**config.mk**
```make
export PLATFORM = sky130hd
export DESIGN_NAME = cordic_iter_engine
export DESIGN_NICKNAME = d
export VERILOG_FILES = /design/src/rtl/cordic_pkg.sv /design/src/rtl/cordic_atan_lut.sv /design/src/rtl/cordic_iter_engine.sv
export SDC_FILE = /design/constraint.sdc
export NUM_CORES = 1
export LEC_CHECK = 0
export ABC_AREA = 1
export BUFFER_PORTS_ARGS = -buffer_cell sky130_fd_sc_hd__buf_2
export CORE_MARGIN = 2
export CORE_UTILIZATION = 55
export CTS_BUF_LIST = sky130_fd_sc_hd__clkbuf_8
export DETAILED_ROUTE_END_ITERATION = 10
export GPL_TIMING_DRIVEN = 0
export PLACE_DENSITY = 0.75
export SYNTH_ARGS = -nofsm -noshare
export SYNTH_HDL_FRONTEND = slang
export SYNTH_SLANG_ARGS = --single-unit
```
**constraint.sdc**
```tcl
create_clock -name clk -period 11.3 [get_ports clk]
set_input_delay 3.39 -clock clk [delete_from_list [all_inputs] [get_ports clk]]
set_output_delay 3.39 -clock clk [all_outputs]
set_load 0.005 [all_outputs]
```
**src/rtl/cordic_pkg.sv**
```systemverilog
// cordic_pkg
//   Shared definitions for the iterative CORDIC engine:
//     - ATAN_DEG_Q24 : atan(2^-i) in degrees, 24 fractional bits, truncated
//     - ATAN_FRAC    : fractional bits of ATAN_DEG_Q24
//     - CORDIC_GAIN_Q16 : CORDIC gain K (~1.6468) in Q16, for downstream compensation
//     - cordic_state_e  : engine FSM states
package cordic_pkg;

  localparam int ATAN_FRAC = 24;

  localparam logic [31:0] ATAN_DEG_Q24 [0:15] = '{
    32'd754974720, 32'd445687601, 32'd235489088, 32'd119537938,
    32'd60000934,  32'd30029716,  32'd15018522,  32'd7509719,
    32'd3754917,   32'd1877465,   32'd938733,    32'd469366,
    32'd234683,    32'd117341,    32'd58670,     32'd29335
  };

  localparam int CORDIC_GAIN_Q16 = 107922;

  typedef enum logic [1:0] {
    IDLE = 2'd0,
    PRE  = 2'd1,
    ITER = 2'd2,
    DONE = 2'd3
  } cordic_state_e;

endpackage

```
**src/rtl/cordic_atan_lut.sv**
```systemverilog
// cordic_atan_lut
//   Combinational arctan table for one micro-rotation stage, rescaled from the
//   Q24 master table to the engine's angle format.
//   Ports:
//     idx  in  4        stage index 0..15
//     atan out ANGLE_W  atan(2^-idx) in degrees, ANGLE_FRAC fractional bits
module cordic_atan_lut
  import cordic_pkg::*;
#(
  parameter int ANGLE_W    = 16,
  parameter int ANGLE_FRAC = 7
) (
  input  logic [3:0]                idx,
  output logic signed [ANGLE_W-1:0] atan
);

  localparam int SHIFT = ATAN_FRAC - ANGLE_FRAC;

  logic [31:0] full;

  // Entries are positive and already truncated, so a plain right shift keeps
  // the floor identical to truncating the real value directly.
  always_comb begin
    full = ATAN_DEG_Q24[idx];
    atan = ANGLE_W'(full >> SHIFT);
  end

endmodule

```
**src/rtl/cordic_iter_engine.sv**
```systemverilog
// cordic_iter_engine
//   Iterative CORDIC: one micro-rotation per clock on a single add/shift
//   datapath. Rotation mode rotates (x,y) by z degrees (fixed point); gain K is
//   not compensated. Optional vector mode with `define CORDIC_VECTOR_EN.
//   Ports:
//     clk, resetn            clock (rising), async active-low reset
//     in_valid / in_ready    operand handshake (in_ready = engine idle)
//     x_in, y_in  [DATA_W]   signed operand
//     z_in        [ANGLE_W]  signed angle, [-180,+180] deg
//     mode                   0=rotate 1=vector (CORDIC_VECTOR_EN only)
//     out_valid / out_ready  result handshake, result held until taken
//     x_out, y_out [DATA_W+2] signed result
//     z_out       [ANGLE_W]  residual (rotate) / accumulated (vector) angle
module cordic_iter_engine
  import cordic_pkg::*;
#(
  parameter int DATA_W     = 16,
  parameter int ANGLE_W    = 16,
  parameter int ANGLE_FRAC = 7,
  parameter int STAGES     = 12
) (
  input  logic                      clk,
  input  logic                      resetn,
  input  logic                      in_valid,
  output logic                      in_ready,
  input  logic signed [DATA_W-1:0]  x_in,
  input  logic signed [DATA_W-1:0]  y_in,
  input  logic signed [ANGLE_W-1:0] z_in,
`ifdef CORDIC_VECTOR_EN
  input  logic                      mode,
`endif
  output logic                      out_valid,
  input  logic                      out_ready,
  output logic signed [DATA_W+1:0]  x_out,
  output logic signed [DATA_W+1:0]  y_out,
  output logic signed [ANGLE_W-1:0] z_out
);

  localparam int W = DATA_W + 2;
  localparam logic signed [ANGLE_W-1:0] Z90  = ANGLE_W'(90 <<< ANGLE_FRAC);
  localparam logic signed [ANGLE_W-1:0] Z180 = ANGLE_W'(180 <<< ANGLE_FRAC);
  localparam logic [3:0] LAST = 4'(STAGES - 1);

  function automatic logic signed [W-1:0] sext_in(input logic signed [DATA_W-1:0] v);
    return {{2{v[DATA_W-1]}}, v};
  endfunction

  cordic_state_e state_q, state_d;
  logic [3:0]                cnt_q;
  logic signed [W-1:0]       x_q, y_q;
  logic signed [ANGLE_W-1:0] z_q;
`ifdef CORDIC_VECTOR_EN
  logic                      mode_q;
`endif

  logic signed [W-1:0]       x_sh, y_sh, x_nx, y_nx;
  logic signed [ANGLE_W-1:0] z_nx, z_pre, atan_i;
  logic                      d_pos, pre_flip;

  cordic_atan_lut #(
    .ANGLE_W    (ANGLE_W),
    .ANGLE_FRAC (ANGLE_FRAC)
  ) u_lut (
    .idx  (cnt_q),
    .atan (atan_i)
  );

  // Quadrant pre-rotation so the remaining angle lies within CORDIC convergence.
  always_comb begin
    pre_flip = 1'b0;
    z_pre    = z_q;
    if (z_q > Z90) begin
      pre_flip = 1'b1;
      z_pre    = z_q - Z180;
    end else if (z_q < -Z90) begin
      pre_flip = 1'b1;
      z_pre    = z_q + Z180;
    end
`ifdef CORDIC_VECTOR_EN
    if (mode_q) begin
      pre_flip = x_q[W-1];
      z_pre    = !x_q[W-1] ? z_q : (y_q[W-1] ? z_q - Z180 : z_q + Z180);
    end
`endif
  end

  // Micro-rotation datapath shared by all stages.
  always_comb begin
`ifdef CORDIC_VECTOR_EN
    d_pos = mode_q ? y_q[W-1] : ~z_q[ANGLE_W-1];
`else
    d_pos = ~z_q[ANGLE_W-1];
`endif
    x_sh = x_q >>> cnt_q;
    y_sh = y_q >>> cnt_q;
    x_nx = d_pos ? x_q - y_sh   : x_q + y_sh;
    y_nx = d_pos ? y_q + x_sh   : y_q - x_sh;
    z_nx = d_pos ? z_q - atan_i : z_q + atan_i;
  end

  always_comb begin
    state_d   = state_q;
    in_ready  = 1'b0;
    out_valid = 1'b0;
    case (state_q)
      IDLE: begin
        in_ready = 1'b1;
        if (in_valid) state_d = PRE;
      end
      PRE:  state_d = ITER;
      ITER: if (cnt_q == LAST) state_d = DONE;
      DONE: begin
        out_valid = 1'b1;
        if (out_ready) state_d = IDLE;
      end
      default: state_d = IDLE;
    endcase
  end

  always_ff @(posedge clk or negedge resetn) begin
    if (!resetn) begin
      state_q <= IDLE;
      cnt_q   <= '0;
      x_q     <= '0;
      y_q     <= '0;
      z_q     <= '0;
`ifdef CORDIC_VECTOR_EN
      mode_q  <= 1'b0;
`endif
    end else begin
      state_q <= state_d;
      case (state_q)
        IDLE: if (in_valid) begin
          x_q    <= sext_in(x_in);
          y_q    <= sext_in(y_in);
          z_q    <= z_in;
          cnt_q  <= '0;
`ifdef CORDIC_VECTOR_EN
          mode_q <= mode;
`endif
        end
        PRE: begin
          if (pre_flip) begin
            x_q <= -x_q;
            y_q <= -y_q;
          end
          z_q   <= z_pre;
          cnt_q <= '0;
        end
        ITER: begin
          x_q   <= x_nx;
          y_q   <= y_nx;
          z_q   <= z_nx;
          cnt_q <= (cnt_q == LAST) ? 4'd0 : cnt_q + 4'd1;
        end
        default: ;
      endcase
    end
  end

  assign x_out = x_q;
  assign y_out = y_q;
  assign z_out = z_q;

endmodule

```
Word-level counts from Yosys, hierarchy flattened
Memory sizes are Yosys's and may differ from the RTL's.
Index checks and enable logic that the tools add are counted.
{ "word_totals": {"regBits": 58, "mem_bits_ro": 512, "in_bits": 52, "output_inout_bits": 54, "elab_cells": 64, "n_memories": 1} }
{ "classes": {"addsub": 11, "order_cmp": 3, "eq_ne": 9, "shifts": 2, "mux": 26, "bitwise": 1, "reduce_logical": 6} }
{ "memory_table": {"columns": ["name", "depth", "width", "rd", "rd_clocked_by_memory_dff", "wr", "line_no", "rtl"], "rows": [
  ["(name not given)", 16, 32, 1, 0, 0, "cordic_atan_lut.sv:24", "full = ATAN_DEG_Q24[idx];"]
]} }
{ "op_table": {"columns": ["cell", "n"], "rows": [
  ["two-way mux 18 bit", 6],
  ["case mux 18 bit (3 select lines)", 2],
  ["two-way mux 16 bit", 4],
  ["two-way mux 32 bit", 2],
  ["case mux 16 bit (3 select lines)", 1],
  ["adder 18 bit", 2],
  ["negator 18 bit", 2],
  [">>> shifter 18 x 4 -> 18 bit", 2],
  ["subtractor 18 bit", 2],
  ["adder 16 bit", 1],
  ["adder 16 bit, second input constant", 1],
  ["greater-than comparator 16 x 15 -> 1 bit, second input constant", 1],
  ["< comparator 16 x 15 -> 1 bit, second input constant", 1],
  ["subtractor 16 bit", 1],
  ["subtractor 16 bit, second input constant", 1],
  ["case mux 4 bit (3 select lines)", 1],
  ["AND reduction 3 bit", 3],
  ["two-way mux 4 bit", 2],
  ["inequality test 2 bit, second input constant", 4],
  ["case mux 2 bit (4 select lines)", 1],
  ["two-way mux 2 bit", 3],
  [">= comparator 5 bit, second input constant", 1],
  ["inverter 4 -> 5 bit", 1],
  ["adder 4 x 1 -> 4 bit, second input constant", 1],
  ["8 further kinds", 12]
]} }

Longest topological paths before layout
Gate-level depths: netlist (run 1).
{ "logic_depth": {"ltp_word": 7, "ltp_mapped": 32, "mapped_depth_nobuf": 30} }

By module
From an unflattened synthesis (run 1), not the netlist that was laid out.
{ "unflattened": {"hier_cells": 1537, "area_unflattened_um2": 9236.4} }
{ "by_module_without_submodules": {"columns": ["mod", "n_inst", "cells_per_inst", "area_per_inst_um2", "seq_area_each_um2"], "rows": [
  ["cordic_iter_engine", 1, 1479, 8902.3, 1451.4],
  ["cordic_atan_lut", 1, 58, 334.1, 0.0]
]} }

Worst setup path before layout (run 1)
No wires, ideal clock.
{ "synth_timing": {"kind": "input port to flip-flop", "start": "input port in_valid", "end": "register x_q[12] (netlist: x_out[12])", "setup_ps": 65, "t_arrival_ps": 4597, "required_ps": 11235, "slack_ps": 6638, "path_stages": 8, "n_path_buf": 2, "path_cell_list": "nor2_1 nor2_1 nand2_1 inv_1 buf_2 clkbuf_1 o211ai_1 nand2_1"} }
{ "synth_between": {"elab_chain_cells": 2} }
{ "synth_lines": {"columns": ["element", "line_no", "rtl"], "rows": [
  ["start, declared", "cordic_iter_engine.sv:24", "input logic in_valid,"],
  ["inequality test 2 bit (no source line)", null, null],
  ["AND reduction 3 bit (no source line)", null, null],
  ["end signal, assigned", "cordic_iter_engine.sv:134", "x_q <= sext_in(x_in);"],
  ["end signal, assigned", "cordic_iter_engine.sv:144", "x_q <= -x_q;"],
  ["end signal, assigned", "cordic_iter_engine.sv:151", "x_q <= x_nx;"],
  ["end, declared", "cordic_iter_engine.sv:50", "logic signed [W-1:0] x_q, y_q;"]
]} }
No other way between the ends.
A chain may end at the register's enable or synchronous reset.

Worst setup path in the final report (run 1)
Same ends and word-level chain as after synthesis.

==> impl_metrics.env, run 1 <==
export IMPL_outcome="finished, final reports clean"
export IMPL_min_period_over_period_pct=48.3
export IMPL_cts_tree="yes"
export IMPL_layout_common_cells="337 x nand2_1, 172 x inv_1, 159 x o21ai_0"
export IMPL_final_common_cell="nand2_1"
export IMPL_synthAdderAreaFrac_pct=10.3
export IMPL_worstSetupStartpointType="input port"
export IMPL_yosys_area_share_xor_xnor_pct=4.30
export IMPL_final_nets=1742
export IMPL_synth_main_ff_cell="dfrtp_1"
export IMPL_globalplace_congestion=1.05
export IMPL_synth_top_family_by_area="simple AND/OR/NAND/NOR gates"
export IMPL_rsz0062_at_grt="false"
export IMPL_boundaryPins=106
export IMPL_antennaDiodeCount=0
export IMPL_setup_viol=0
export IMPL_clk_latency_ns=0.39
export IMPL_wl_per_cell_um=19.6
export IMPL_min_path_type="reg -> reg"
export IMPL_synthesis_area_um2=9160
export IMPL_slew_headroom_pct=42.8
export IMPL_clockBufferDepth=2
export IMPL_clkTransAtPathRegs_ns=0.08
export IMPL_worstPathArrival_ns=5.79
export IMPL_hpwl_mm=28.3
export IMPL_syn_num_nets=1626
export IMPL_first_pass_iters=9
export IMPL_rows=47
export IMPL_die_h_um=133
export IMPL_syn_inst=1501
export IMPL_antenna_found_initial=0
export IMPL_yosysWarningCount=0
export IMPL_postCtsSetupBuffers=0
export IMPL_vias=11300
export IMPL_grt_max_degree=59
export IMPL_cts_hold_buf=0
export IMPL_fp_dieW_um=133
export IMPL_critical_path_class="in -> reg"
export IMPL_start_util_pct=55.8
export IMPL_drive_above_1_share_pct=13.8
export IMPL_core_area_um2=16400
export IMPL_hold_viol_final=0
export IMPL_worst_setup_path_end_kind="register"
export IMPL_grt_ovfl_total=0
export IMPL_ant_nets=0
export IMPL_maxCapViolCount=0
export IMPL_cp_max_fo=10
export IMPL_min_period_ns=5.46
export IMPL_numClockSinks=58
export IMPL_htree_num_levels=3
export IMPL_timing_fmax_mhz=183
export IMPL_ctsResizeCount=0
export IMPL_wirelength_mm=36.2
export IMPL_synth_compound_area_share_pct=26.2
export IMPL_grt_pass1_wl_mm=55.5
export IMPL_yosysSeqAreaShare_pct=15.9
export IMPL_drc=0
export IMPL_synth_edf_count=0
export IMPL_finalClockSkew_ns=0.0210
export IMPL_port_buffers=105
export IMPL_synth_simple_area_share_pct=32.0
export IMPL_finalMaxSlewViolations=0
export IMPL_syn_area_per_cell_um2=6.10
export IMPL_async_flop_share_pct=100
export IMPL_grt_usage_pct=40.7
export IMPL_cts_root_buf="clkbuf_8"
export IMPL_setup_tns_ns=0
export IMPL_synthMuxAreaShare_pct=0
export IMPL_viasPerCell=6.11
export IMPL_worstPathRequired_ns=11.62
export IMPL_syn2layout_area_growth_pct=10.7
export IMPL_cts_buffers=9
export IMPL_synth_seq_cells=58
export IMPL_worst_pin_slew_ns=0.858
export IMPL_drt_first_iter_violations=1134
export IMPL_dieArea_um2=17700
export IMPL_synthDistinctLibCells=55
export IMPL_first_global_vias=10200
-- critical path, stage by stage --
cell and delay, ns:
buf_2 0.07, nor2_1 0.04, nor2_1 0.54, nand2_1 0.42, inv_1 0.22, buf_2 0.32, clkbuf_1 0.49, o211ai_1 0.19
nand2_1 0.09
-- routing by layer --
metal	wire length (um)	track usage, %	vias to the layer above
li1	-	-	5317
met1	14500	51.5	5170
met2	15700	64.0	627
met3	3620	7.74	148
met4	2360	25.6	0
met5	0	0	-
-- cell type report --
cell class	count	area, um^2
plain buffers	63	355
clock buffers	10	138
clock inverters	6	41.3
fillers	1638	6270
inverters	181	684
multi-input cells	1199	6670
flip-flops and latches	58	1450
well taps	220	275
repair buffers	105	528
-- final timing paths --
check / from / depth (start not counted) / slack [ns] / endpoint
min in group asynchronous: resetn / 1 / 3.08 / state_q[1]$_DFFE_PN0P_
max in group asynchronous: resetn / 1 / 7.65 / y_out[15]$_DFFE_PN0P_
setup / recovery: in_valid / 9 / 5.84 / x_out[12]$_DFFE_PN0P_
hold reg to reg: z_out[0]$_DFFE_PN0P_ / 2 / 0.54 / z_out[0]$_DFFE_PN0P_
hold / removal: z_out[0]$_DFFE_PN0P_ / 2 / 0.54 / z_out[0]$_DFFE_PN0P_
setup reg to reg: cnt_q[1]$_DFFE_PN0P_ / 23 / 6.49 / z_out[13]$_DFFE_PN0P_
-- cells in the mapped netlist (4+ instances only) --
library cell	n	share of area, %
nand2_1	337	14
inv_1	172	7.1
o21ai_0	159	8.7
nand3_1	143	7.8
a21oi_1	132	7.2
nor2_1	107	4.4
ha_1	69	9.4
dfrtp_1	58	16
xor2_1	36	3.4
o211ai_1	26	2.1
clkbuf_1	24	0.98
a31oi_1	21	1.4
buf_2	17	0.93
o21ai_1	14	0.77
nand2_2	13	0.89
nand4_1	13	0.89
nor3_1	12	0.66
a22oi_1	11	0.90
xnor2_1	9	0.86
buf_6	8	0.98
nand3_2	8	0.87
nor2_2	8	0.55
o21ai_2	8	0.77
o31ai_1	8	0.66
or2_2	8	0.55
buf_4	7	0.57
a211oi_1	6	0.49
buf_1	6	0.25
inv_2	6	0.25
a21oi_2	4	0.38
fa_1	4	0.87
nand3b_1	4	0.33
-- cells by family (layout without fill, tap and decap cells) --
kind of cell	Yosys count	after routing
adder cells (fa/ha/maj)	73	73
AO/OA/AOI/OAI	416	416
buffers and inverters	244	365
AND/OR/NAND/NOR	665	665
flip-flops	58	58
XOR/XNOR	45	45
-- state kept, by name (all words and copies together), names as in the netlist --
register and count:
x_out 18, y_out 18, z_out 16, cnt_q 4, state_q 2
-- through the flow --
step,cell area [um^2],util (%),worst slack (ns),hold slack [ns],instances
floorplan,9160,-,6.64,0.520,1501
detailed placement,9960,60.7,5.54,0.525,1826
finish,10100,61.8,5.84,0.537,1842
CTS,10100,61.8,5.93,0.540,1842
global route,10100,61.8,5.77,0.605,1842
global placement,9960,60.7,5.53,0.524,1826
Power of run 1 is not shown: default switching activity piles up to over one toggle a cycle in this logic, so the estimate is an artifact.
==> inputs of run 2 (changes only) <==
Settings changed: ABC_AREA 1 to 0, PLACE_DENSITY 0.75 to 0.78.
Clock period 11.3 ns to 5 ns, I/O delays scaled along.
==> impl_metrics.env, run 2 <==
export IMPL_synth_edf_count=0
export IMPL_worstPathRequired_ns=5.32
export IMPL_rrSetupSlack_ns=0.07
export IMPL_async_flop_share_pct=100
export IMPL_grt_ovfl_total=0
export IMPL_vias=10400
export IMPL_maxCapViolCount=0
export IMPL_multi_input_area_um2=7410
export IMPL_grt_pass1_wl_mm=56.9
export IMPL_slew_headroom_pct=20.2
export IMPL_syn2layout_area_growth_pct=15.7
export IMPL_cts_tree="yes"
export IMPL_syn_inst=1167
export IMPL_postLayoutSetupSlackWorst_ns=0.0686
export IMPL_cp_max_fo=4
export IMPL_synth_seq_cells=58
export IMPL_rsz0062_at_grt="true"
export IMPL_layout_common_cells="109 x nor2_1, 108 x buf_2, 92 x nand2_1"
export IMPL_fp_dieW_um=133
export IMPL_fin_area_um2=10600
export IMPL_place_ws_ns=-0.840
export IMPL_antennaDiodeCount=0
export IMPL_synthDistinctLibCells=82
export IMPL_final_nets=1425
export IMPL_syn_area_per_cell_um2=7.87
export IMPL_synth_main_ff_cell="dfrtp_1"
export IMPL_timing_fmax_mhz=203
export IMPL_whs_ns=0.561
export IMPL_finalClockSkew_ns=0.0134
export IMPL_worstPathArrival_ns=5.25
export IMPL_dieArea_um2=17800
export IMPL_synthMuxAreaShare_pct=13.9
export IMPL_wl_per_cell_um=25.3
export IMPL_synth_commonest_cells="112 x nor2_1, 94 x nand2_1, 88 x a21oi_1, 80 x o21ai_0, 69 x ha_1"
export IMPL_fillerInstances=1482
export IMPL_cpPeakStageDelay_ns=0.52
export IMPL_synth_compound_area_share_pct=24.9
export IMPL_synthAdderAreaFrac_pct=10.3
export IMPL_synth_most_common_cell="nor2_1"
export IMPL_area_sequential_um2=1450
export IMPL_grt_max_degree=59
export IMPL_synth_top_cell_area_share_pct=15.8
export IMPL_globalplace_congestion=1.06
export IMPL_placed_area_um2=9990
export IMPL_synth_area_leaders="dfrtp_1 16%, ha_1 9.4%, mux4_2 7.1%, xnor2_1 6.2%, a21oi_1 4.8%"
export IMPL_finalMaxSlewViolations=0
export IMPL_cts_buffers=9
export IMPL_die_h_um=133
export IMPL_synth_top_area_cell="dfrtp_1"
export IMPL_yosysWarningCount=0
export IMPL_clockBufferDepth=2
export IMPL_min_period_ns=4.93
export IMPL_min_path_type="reg -> reg"
export IMPL_hold_viol_final=0
export IMPL_viasPerCell=6.83
export IMPL_worst_setup_path_end_kind="register"
export IMPL_core_area_um2=16500
export IMPL_numClockSinks=58
export IMPL_worst_pin_slew_ns=1.20
export IMPL_min_period_over_period_pct=98.6
export IMPL_antenna_found_initial=0
export IMPL_port_buffers=105
export IMPL_rows=47
export IMPL_htree_num_levels=3
export IMPL_syn_num_nets=1292
export IMPL_synth_top_family_by_area="compound AO/OA/AOI/OAI gates"
export IMPL_worstPathCellList="buf_4, mux2_2, mux4_2, a22o_1, or4_4, nor2b_4, and3_4, nor2_1, xnor2_1, ha_1, and3_4, nand3_2, nor3_2, nor2_2, a211o_1, o21ai_2, or3b_2, a31oi_1"
export IMPL_drive_above_1_share_pct=22.8
export IMPL_critical_path_class="reg -> reg"
export IMPL_synthesis_area_um2=9190
export IMPL_grt_usage_pct=42.7
export IMPL_wirelength_mm=38.6
export IMPL_worstSetupStartpointType="register"
export IMPL_crit_path_frequent_cell="and3_4"
export IMPL_hpwl_mm=28.3
export IMPL_first_pass_iters=6
export IMPL_outcome="finished, final reports clean"
export IMPL_yosys_area_share_xor_xnor_pct=9.54
export IMPL_synth_simple_area_share_pct=19.6
export IMPL_yosysSeqAreaShare_pct=15.8
export IMPL_setup_viol=0
export IMPL_final_common_cell="nor2_1"
export IMPL_start_util_pct=55.8
export IMPL_slowest_stage="mux4_2"
export IMPL_boundaryPins=106
export IMPL_ant_nets=0
export IMPL_first_global_vias=9597
export IMPL_drt_first_iter_violations=1311
export IMPL_drc=0
export IMPL_clkTransAtPathRegs_ns=0.09
export IMPL_clk_latency_ns=0.39
export IMPL_cts_root_buf="clkbuf_8"
## run 2: changes by cell type after synthesis, moves of 29 or more
| cell | delta |
|---|---|
| mux4_2 | +29 |
| inv_1 | -126 |
| o21ai_0 | -79 |
| clkbuf_1 | +38 |
| xnor2_1 | +56 |
| nand2_1 | -243 |
| a21oi_1 | -44 |
| nand3_1 | -122 |
| mux2i_1 | +29 |
## run 2: routing by layer
metal / wire length [um] / global-route usage, %
met5: 0 / 0
met4: 2540 / 22.8
met3: 4640 / 11.3
met2: 16400 / 64.0
met1: 15000 / 56.3
## run 2: final timing paths
kind,from,endpoint,cells past startpoint
setup / recovery,cnt_q[0]$_DFFE_PN0P_,y_out[17]$_DFFE_PN0P_,18
hold / removal,z_out[7]$_DFFE_PN0P_,z_out[7]$_DFFE_PN0P_,1
setup reg to reg,cnt_q[0]$_DFFE_PN0P_,y_out[17]$_DFFE_PN0P_,18
hold reg to reg,z_out[7]$_DFFE_PN0P_,z_out[7]$_DFFE_PN0P_,1
max in group asynchronous,resetn,cnt_q[0]$_DFFE_PN0P_,1
min in group asynchronous,resetn,y_out[2]$_DFFE_PN0P_,1
## run 2: layout make-up
cell class / count / share of cell area [%]
Tap cell: 220 / 2.59
Timing Repair Buffer: 124 / 6.31
Clock inverter: 7 / 0.742
Buffer: 80 / 4.01
Multi-Input combinational cell: 978 / 69.8
Sequential cell: 58 / 13.7
Clock buffer: 9 / 1.17
Inverter: 49 / 1.74
## run 2: logic make-up after synthesis
| group | count (synthesis) |
|---|---|
| buffers and inverters | 131 |
| and+or+nand+nor | 369 |
| DFF | 58 |
| xor gates and xnor gates | 100 |
| muxes | 87 |
| adders and majority gates | 73 |
| AOI/OAI and AO/OA | 349 |
## run 2: critical path: cells and delay by family (launching register included)
kind | cells | cell delay, ns
AND/OR/NAND/NOR | 9 | 1.98
multiplexers | 2 | 0.90
AO/OA/AOI/OAI | 4 | 0.85
flip-flops | 1 | 0.44
adder cells (fa/ha/maj) | 1 | 0.36
buffers and inverters | 1 | 0.18
XOR/XNOR | 1 | 0.16
## run 2: repair_timing
action,4_1_cts,5_1_grt
buffers inserted,2,17
setup endpoints to repair,31,28
pin swaps,4,20
hold buffers,0,0
gates resized for setup,26,81
## run 2: stage by stage
| step | setup TNS, ns | cells | util [%] |
|---|---|---|---|
| 2_1_floorplan | 0 | 1167 | - |
| 4_1_cts | 0 | 1510 | 62.3 |
| 6_report | 0 | 1525 | 64.5 |
| 5_1_grt | -0.225 | 1525 | 64.5 |
| 3_5_place_dp | -11.84 | 1492 | 60.7 |
| 3_3_place_gp | -12.39 | 1492 | 60.6 |
Power of run 2 is left out for the same reason.
